File: src/rtl/cordic_iter_param_if.sv
// Handshake bundle for the iterative CORDIC cosine unit.
// Optional macro CORDIC_SIN_OUT_EN adds the result_sin signal.
interface cordic_iter_param_if #(
    parameter int WIDTH = 32
);
    logic             start;
    logic [31:0]      dataa;
    logic             busy;
    logic             done;
    logic             range_err;
    logic [WIDTH-1:0] result;
`ifdef CORDIC_SIN_OUT_EN
    logic [WIDTH-1:0] result_sin;

    modport master (
        output start, dataa,
        input  busy, done, range_err, result, result_sin
    );

    modport slave (
        input  start, dataa,
        output busy, done, range_err, result, result_sin
    );
`else
    modport master (
        output start, dataa,
        input  busy, done, range_err, result
    );

    modport slave (
        input  start, dataa,
        output busy, done, range_err, result
    );
`endif
endinterface

File: src/rtl/cordic_iter_param.sv
// Iterative CORDIC cosine unit: float32 angle in radians -> cos(angle) in
// signed Q1.(WIDTH-1). One operation in flight, start/done handshake.
// Optional macro CORDIC_SIN_OUT_EN exports sin(angle) on result_sin.
module cordic_iter_param #(
    parameter int WIDTH      = 32,
    parameter int ITERATIONS = 16
) (
    input  logic               clock,
    input  logic               aclr,
    input  logic               clk_en,
    cordic_iter_param_if.slave bus
);

    localparam int          ITER_W   = (ITERATIONS > 1) ? $clog2(ITERATIONS) : 1;
    localparam logic [31:0] K_GAIN32 = 32'h4DBA76D4;
    localparam logic [WIDTH-1:0] K_GAIN = K_GAIN32[31 -: WIDTH];

    typedef enum logic [1:0] {
        ST_IDLE,
        ST_ROTATE,
        ST_DONE
    } state_t;

    state_t state, state_nxt;

    logic [ITER_W-1:0]       iter;
    logic                    last_iter;
    logic signed [WIDTH-1:0] x, y, z;
    logic signed [WIDTH-1:0] x_sh, y_sh, atan_w;
    logic signed [WIDTH-1:0] x_step, y_step, z_step;
    logic [31:0]             atan32;
    logic signed [WIDTH-1:0] angle_in;
    logic                    range_in;
    logic                    busy_q, done_q, range_q;
    logic signed [WIDTH-1:0] result_q;
`ifdef CORDIC_SIN_OUT_EN
    logic signed [WIDTH-1:0] result_sin_q;
`endif

    // atan(2^-i) * 2^31, i = 0..23
    function automatic logic [31:0] atan_lut(input logic [4:0] idx);
        case (idx)
            5'd0:    return 32'h6487ED51;
            5'd1:    return 32'h3B58CE0A;
            5'd2:    return 32'h1F5B75F8;
            5'd3:    return 32'h0FEADD4C;
            5'd4:    return 32'h07FD56EC;
            5'd5:    return 32'h03FFAAB6;
            5'd6:    return 32'h01FFF554;
            5'd7:    return 32'h00FFFEAA;
            5'd8:    return 32'h007FFFD5;
            5'd9:    return 32'h003FFFFB;
            5'd10:   return 32'h001FFFFF;
            5'd11:   return 32'h00100000;
            5'd12:   return 32'h00080000;
            5'd13:   return 32'h00040000;
            5'd14:   return 32'h00020000;
            5'd15:   return 32'h00010000;
            5'd16:   return 32'h00008000;
            5'd17:   return 32'h00004000;
            5'd18:   return 32'h00002000;
            5'd19:   return 32'h00001000;
            5'd20:   return 32'h00000800;
            5'd21:   return 32'h00000400;
            5'd22:   return 32'h00000200;
            5'd23:   return 32'h00000100;
            default: return 32'h00000000;
        endcase
    endfunction

    // Symmetric saturation: only the most negative code is out of range.
    function automatic logic signed [WIDTH-1:0] sat_sym(input logic signed [WIDTH-1:0] v);
        if (v == {1'b1, {(WIDTH-1){1'b0}}})
            return {1'b1, {(WIDTH-2){1'b0}}, 1'b1};
        return v;
    endfunction

    // Float32 radians -> signed Q1.(WIDTH-1); MSB of the return is the clamp flag.
    function automatic logic [WIDTH:0] float_to_fix(input logic [31:0] f);
        logic [7:0]       e;
        logic [31:0]      m32;
        logic [WIDTH-1:0] mag;
        logic             rng;
        e   = f[30:23];
        m32 = 32'h0;
        mag = '0;
        rng = 1'b0;
        if (e == 8'd0) begin
            mag = '0;
        end else if (e <= 8'd126) begin
            m32 = {1'b1, f[22:0], 8'b0} >> (8'd127 - e);
            mag = m32[31 -: WIDTH];
        end else begin
            mag = {1'b0, {(WIDTH-1){1'b1}}};
            rng = 1'b1;
        end
        if (f[31])
            mag = -mag;
        return {rng, mag};
    endfunction

    assign last_iter = (iter == ITER_W'(ITERATIONS - 1));
    assign {range_in, angle_in} = float_to_fix(bus.dataa);

    // State register; clk_en freezes the sequence.
    always_ff @(posedge clock) begin
        if (aclr)
            state <= ST_IDLE;
        else if (clk_en)
            state <= state_nxt;
    end

    // Next-state: accept in IDLE, ITERATIONS rotate cycles, one DONE cycle.
    always_comb begin
        state_nxt = state;
        case (state)
            ST_IDLE:   if (bus.start) state_nxt = ST_ROTATE;
            ST_ROTATE: if (last_iter) state_nxt = ST_DONE;
            ST_DONE:   state_nxt = ST_IDLE;
            default:   state_nxt = ST_IDLE;
        endcase
    end

    // One rotation step; direction follows the sign of the residual angle.
    always_comb begin
        x_sh   = x >>> iter;
        y_sh   = y >>> iter;
        atan32 = atan_lut(5'(iter));
        atan_w = atan32[31 -: WIDTH];
        if (!z[WIDTH-1]) begin
            x_step = x - y_sh;
            y_step = y + x_sh;
            z_step = z - atan_w;
        end else begin
            x_step = x + y_sh;
            y_step = y - x_sh;
            z_step = z + atan_w;
        end
    end

    // Datapath, iteration counter and handshake outputs.
    always_ff @(posedge clock) begin
        if (aclr) begin
            x        <= '0;
            y        <= '0;
            z        <= '0;
            iter     <= '0;
            busy_q   <= 1'b0;
            done_q   <= 1'b0;
            range_q  <= 1'b0;
            result_q <= '0;
`ifdef CORDIC_SIN_OUT_EN
            result_sin_q <= '0;
`endif
        end else if (clk_en) begin
            case (state)
                ST_IDLE: begin
                    done_q <= 1'b0;
                    if (bus.start) begin
                        x       <= K_GAIN;
                        y       <= '0;
                        z       <= angle_in;
                        iter    <= '0;
                        range_q <= range_in;
                        busy_q  <= 1'b1;
                    end
                end
                ST_ROTATE: begin
                    x <= x_step;
                    y <= y_step;
                    z <= z_step;
                    if (!last_iter)
                        iter <= iter + 1'b1;
                end
                ST_DONE: begin
                    result_q <= sat_sym(x);
`ifdef CORDIC_SIN_OUT_EN
                    result_sin_q <= sat_sym(y);
`endif
                    done_q <= 1'b1;
                    busy_q <= 1'b0;
                end
                default: begin
                    done_q <= 1'b0;
                    busy_q <= 1'b0;
                end
            endcase
        end
    end

    assign bus.busy      = busy_q;
    assign bus.done      = done_q;
    assign bus.range_err = range_q;
    assign bus.result    = result_q;
`ifdef CORDIC_SIN_OUT_EN
    assign bus.result_sin = result_sin_q;
`endif

endmodule
File: src/flat_wrapper.sv
// flat-port wrapper written by rule: the top's interface ports become plain ports
module cordic_iter_param_flat 
#(
    parameter int WIDTH      = 32,
    parameter int ITERATIONS = 16
)
  (clock, aclr, clk_en, bus_start, bus_dataa, bus_busy, bus_done, bus_range_err, bus_result);
  cordic_iter_param_if #(.WIDTH(WIDTH)) bus_i ();
  input  logic clock;
  input  logic aclr;
  input  logic clk_en;
  input wire logic [$bits(bus_i.start)-1:0] bus_start;
  input wire logic [$bits(bus_i.dataa)-1:0] bus_dataa;
  output wire logic [$bits(bus_i.busy)-1:0] bus_busy;
  output wire logic [$bits(bus_i.done)-1:0] bus_done;
  output wire logic [$bits(bus_i.range_err)-1:0] bus_range_err;
  output wire logic [$bits(bus_i.result)-1:0] bus_result;
  assign bus_i.start = bus_start;
  assign bus_i.dataa = bus_dataa;
  assign bus_busy = bus_i.busy;
  assign bus_done = bus_i.done;
  assign bus_range_err = bus_i.range_err;
  assign bus_result = bus_i.result;
  cordic_iter_param #(.WIDTH(WIDTH), .ITERATIONS(ITERATIONS)) u_core (.clock(clock), .aclr(aclr), .clk_en(clk_en), .bus(bus_i));
endmodule
File: config.mk
export PLATFORM = sky130hd
export DESIGN_NAME = cordic_iter_param_flat
export DESIGN_NICKNAME = d
export VERILOG_FILES = /design/src/rtl/cordic_iter_param_if.sv /design/src/rtl/cordic_iter_param.sv /design/src/flat_wrapper.sv
export SDC_FILE = /design/constraint.sdc
export NUM_CORES = 1
export LEC_CHECK = 0
export ABC_AREA = 1
export BUFFER_PORTS_ARGS = -buffer_cell sky130_fd_sc_hd__buf_2
export CAP_MARGIN = 15
export CORE_MARGIN = 10
export CORE_UTILIZATION = 30
export CTS_BUF_LIST = sky130_fd_sc_hd__clkbuf_16
export DETAILED_ROUTE_END_ITERATION = 8
export GPL_ROUTABILITY_DRIVEN = 0
export GPL_TIMING_DRIVEN = 1
export PLACE_DENSITY = 0.53
export SLEW_MARGIN = 30
export SYNTH_ARGS = -nofsm -noshare
export SYNTH_HDL_FRONTEND = slang
export SYNTH_SLANG_ARGS = --single-unit
File: constraint.sdc
create_clock -name clock -period 4.3 [get_ports clock]
set_input_delay 0.645 -clock clock [delete_from_list [all_inputs] [get_ports clock]]
set_output_delay 0.645 -clock clock [all_outputs]
set_load 0.02 [all_outputs]
==> impl_metrics.env <==
export IMPL_start_util_pct=30.4
export IMPL_io_buffer_count=70
export IMPL_grt_max_degree=73
export IMPL_whs_endpoint="u_core.bus.busy"
export IMPL_antenna_found_initial=1
export IMPL_die_y_um=279
export IMPL_worstMarginPinSlew_ns=0.865
export IMPL_critPathLaunchType="flop"
export IMPL_synth_area_per_cell_um2=5.87
export IMPL_hold_path_class="reg2reg"
export IMPL_p_seq_share_pct=19.7
export IMPL_ir_worst_vdd_mv=0.225
export IMPL_fp_coreArea_um2=66100
export IMPL_hold_start="u_core.bus.busy"
export IMPL_cp_num_buf_inv=5
export IMPL_finalCritPeriodShare_pct=97.9
export IMPL_clock_sinks=167
export IMPL_syn_nets=3576
export IMPL_ys_warn_count=0
export IMPL_synth_cells=3424
export IMPL_final_util_pct=38.0
export IMPL_rsz0062_at_grt="yes"
export IMPL_n_antenna_cell=0
export IMPL_routedWlPerCell_um=16.4
export IMPL_end_kind="flop"
export IMPL_finalWorstSetupSlack_ns=0.0907
export IMPL_die_area_um2=77800
export IMPL_pwr_share_clk_pct=18.2
export IMPL_gr_total_overflow=0
export IMPL_die_w_um=279
export IMPL_regToRegSetupSlack_ns=0.09
export IMPL_netlist_area_leader_share_pct=16.9
export IMPL_synthFlopType="dfxtp_1"
export IMPL_crit_type="reg2reg"
export IMPL_cp_depth=31
export IMPL_grt_pass1_vias=20900
export IMPL_pre_cts_ws_ns=-0.194
export IMPL_crit_arrival_ns=4.58
export IMPL_dp_hpwl_mm=55.9
export IMPL_route_detailed_drc=0
export IMPL_routed_wirelength_mm=73.9
export IMPL_synthesis_area_um2=20100
export IMPL_clk_pin_slew_ns=0.08
export IMPL_reg2reg_to="u_core.x[29]"
export IMPL_cp_slowest_cell="dfxtp_4"
export IMPL_ctsHoldBuffers=0
export IMPL_ys_seq_elements=167
export IMPL_async_flop_share_pct=0
export IMPL_cts_tree="done"
export IMPL_grt_pass1_wl_mm=113
export IMPL_drt_iter0_markers=1690
export IMPL_synthDistinctLibCells=63
export IMPL_area_delta_synth_final_pct=24.9
export IMPL_p_total_mw=9.00
export IMPL_cap_violations=0
export IMPL_leakagePower_nw=12.1
export IMPL_cp_required_ns=4.67
export IMPL_max_stage_delay_ns=0.48
export IMPL_clock_tree_root_cell="clkbuf_16"
export IMPL_combPwrFrac_pct=62.1
export IMPL_fmax_mhz=238
export IMPL_reg2regPathDepth=31
export IMPL_viasPerCell=5.12
export IMPL_synth_seq_area_share_pct=16.6
export IMPL_clk_latency_ns=0.50
export IMPL_clock_path_buffers=2
export IMPL_drive_gt1_share_pct=23.9
export IMPL_io_pins=71
export IMPL_rr_startpoint="u_core.iter[0]"
export IMPL_powerDensity_nw_per_um2=358
export IMPL_power_switching_mw=4.28
export IMPL_status="completed"
export IMPL_cts_made_buffers=17
export IMPL_final_min_clock_period_ns=4.21
export IMPL_vias=23100
export IMPL_intPower_mw=4.72
export IMPL_slew_viol_final=0
export IMPL_cp_max_fo=15
export IMPL_synth_edf_count=0
export IMPL_worstHoldPathCells=2
export IMPL_fp_row_count=94
export IMPL_fillCellCount=7319
export IMPL_num_nets_final=3789
export IMPL_hold_viol=0
export IMPL_ant_nets=0
export IMPL_synth_top_area_cell="nand2_1"
export IMPL_cp_top_family="simple AND/OR/NAND/NOR gates"
export IMPL_p_sw_share_pct=47.5
export IMPL_cts_max_level=4
export IMPL_tns_ns=0
export IMPL_setup_viol=0
export IMPL_grt_usage_pct=17.8
export IMPL_dr_pass1_iters=6
export IMPL_cpMostUsedCell="nand2_1"
export IMPL_finClkSkew_ns=0.0133
export IMPL_synth_area_leaders="nand2_1, dfxtp_1, nand3_1"
export IMPL_slew_headroom_pct=42.3
==> how the worst max path moves through the flow <==
| stage | start | to | slack [ns] |
|---|---|---|---|
| final | u_core.iter[0] | u_core.x[29] | 0.09 |
| after global routing | u_core.iter[0] | u_core.x[29] | -0.16 |
| after CTS | u_core.iter[0] | u_core.y[25] | 0.009 |
| after detailed placement | u_core.iter[0] | u_core.y[25] | -0.19 |
| after global placement | u_core.iter[0] | u_core.y[25] | -0.16 |
| after floorplan | u_core.iter[0] | u_core.x[19] | 0.51 |
==> cell usage in the layout, fill, tap and decap left out, types with 33 or more instances in the layout <==
cell     count
a21oi_1    226
a21oi_2     51
buf_2       71
buf_4      249
dfxtp_1    164
ha_1        88
inv_1      327
inv_2       39
nand2_1    828
nand2_2     96
nand3_1    386
nand3_2     58
nand4_1     37
nor2_1     205
nor2_2      38
o21ai_0    182
o21ai_1     72
o21ai_2     48
xnor2_1     33
xor2_1      59
==> worst min-delay path, delay by kind of cell (launching register included) <==
family	cells	cell delay (ns)
DFF	1	0.32
and+or+nand+nor	1	0.06
AOI/OAI and AO/OA	1	0.05
==> registers in the layout, summed over array words and instances (netlist names) <==
signal and count:
u_core.z 32, u_core.state 2, u_core.x 32, u_core.atan32 30, u_core.bus.done 1, u_core.iter 4
u_core.bus.range_err 1, u_core.y 32, u_core.bus.result 32, u_core.bus.busy 1
==> cell families after synthesis <==
| logic type | count (synthesis) | share of synthesized area [%] |
|---|---|---|
| buf+inv | 521 | 11.4 |
| compound gates | 717 | 19.9 |
| simple gates | 1800 | 40.2 |
| flops | 167 | 16.6 |
| mux | 7 | 0.348 |
| xor+xnor | 96 | 4.18 |
| fa+ha+maj | 116 | 7.33 |
==> timing repair <==
item / 4_1_cts / 5_1_grt
gates cloned: 0 / 8
pin swaps: 0 / 147
gates resized for setup: 8 / 427
setup buffers: 0 / 44
setup endpoints to repair: 12 / 50
==> cell type report <==
cell class	instances	area [µm²]	area share, %
multi-input cells	2736	16000	63.7
flip-flops and latches	167	3350	13.3
repair buffers	344	2670	10.6
inverters	371	1400	5.59
well taps	864	1080	4.30
clock buffers	18	450	1.79
clock inverters	14	146	0.583
==> metrics by stage <==
stage / area (µm²) / instances / hold WS (ns)
finish: 25100 / 4514 / 0.477
global route: 25100 / 4514 / 0.510
CTS: 23100 / 4462 / 0.467
detailed placement: 22500 / 4430 / 0.467
global placement: 22500 / 4430 / 0.462
floorplan: 20100 / 3424 / 0.463
==> layer usage <==
layer	track usage, %	vias to the layer above	wire length [µm]
met1	23.3	10700	34400
met4	5.17	2	1750
met2	30.1	459	35000
met3	2.51	94	2830
li1	-	11900	-
met5	0	-	10
==> cell usage after synthesis (all sizes together), types with 11 or more instances <==
cell type	n
and2	15
o21a	11
xor2	62
clkbuf	60
nor3	28
xnor2	34
buf	89
a31oi	31
or2	33
nand4	40
nor4	17
dfxtp	167
inv	370
nand3b	15
nor2	273
o21ai	307
nand2	933
a21oi	281
nand3	445
ha	113
o211ai	28
==> power by group through the flow <==
stage,combinational [mW],clock [mW],sequential [mW]
3_5_place_dp,4.58,0,1.80
5_1_grt,6.17,1.72,1.79
2_1_floorplan,3.11,0,1.76
6_report,5.59,1.64,1.78
4_1_cts,4.62,1.68,1.77
3_3_place_gp,4.59,0,1.80
Power figures use the tool's default switching activity.
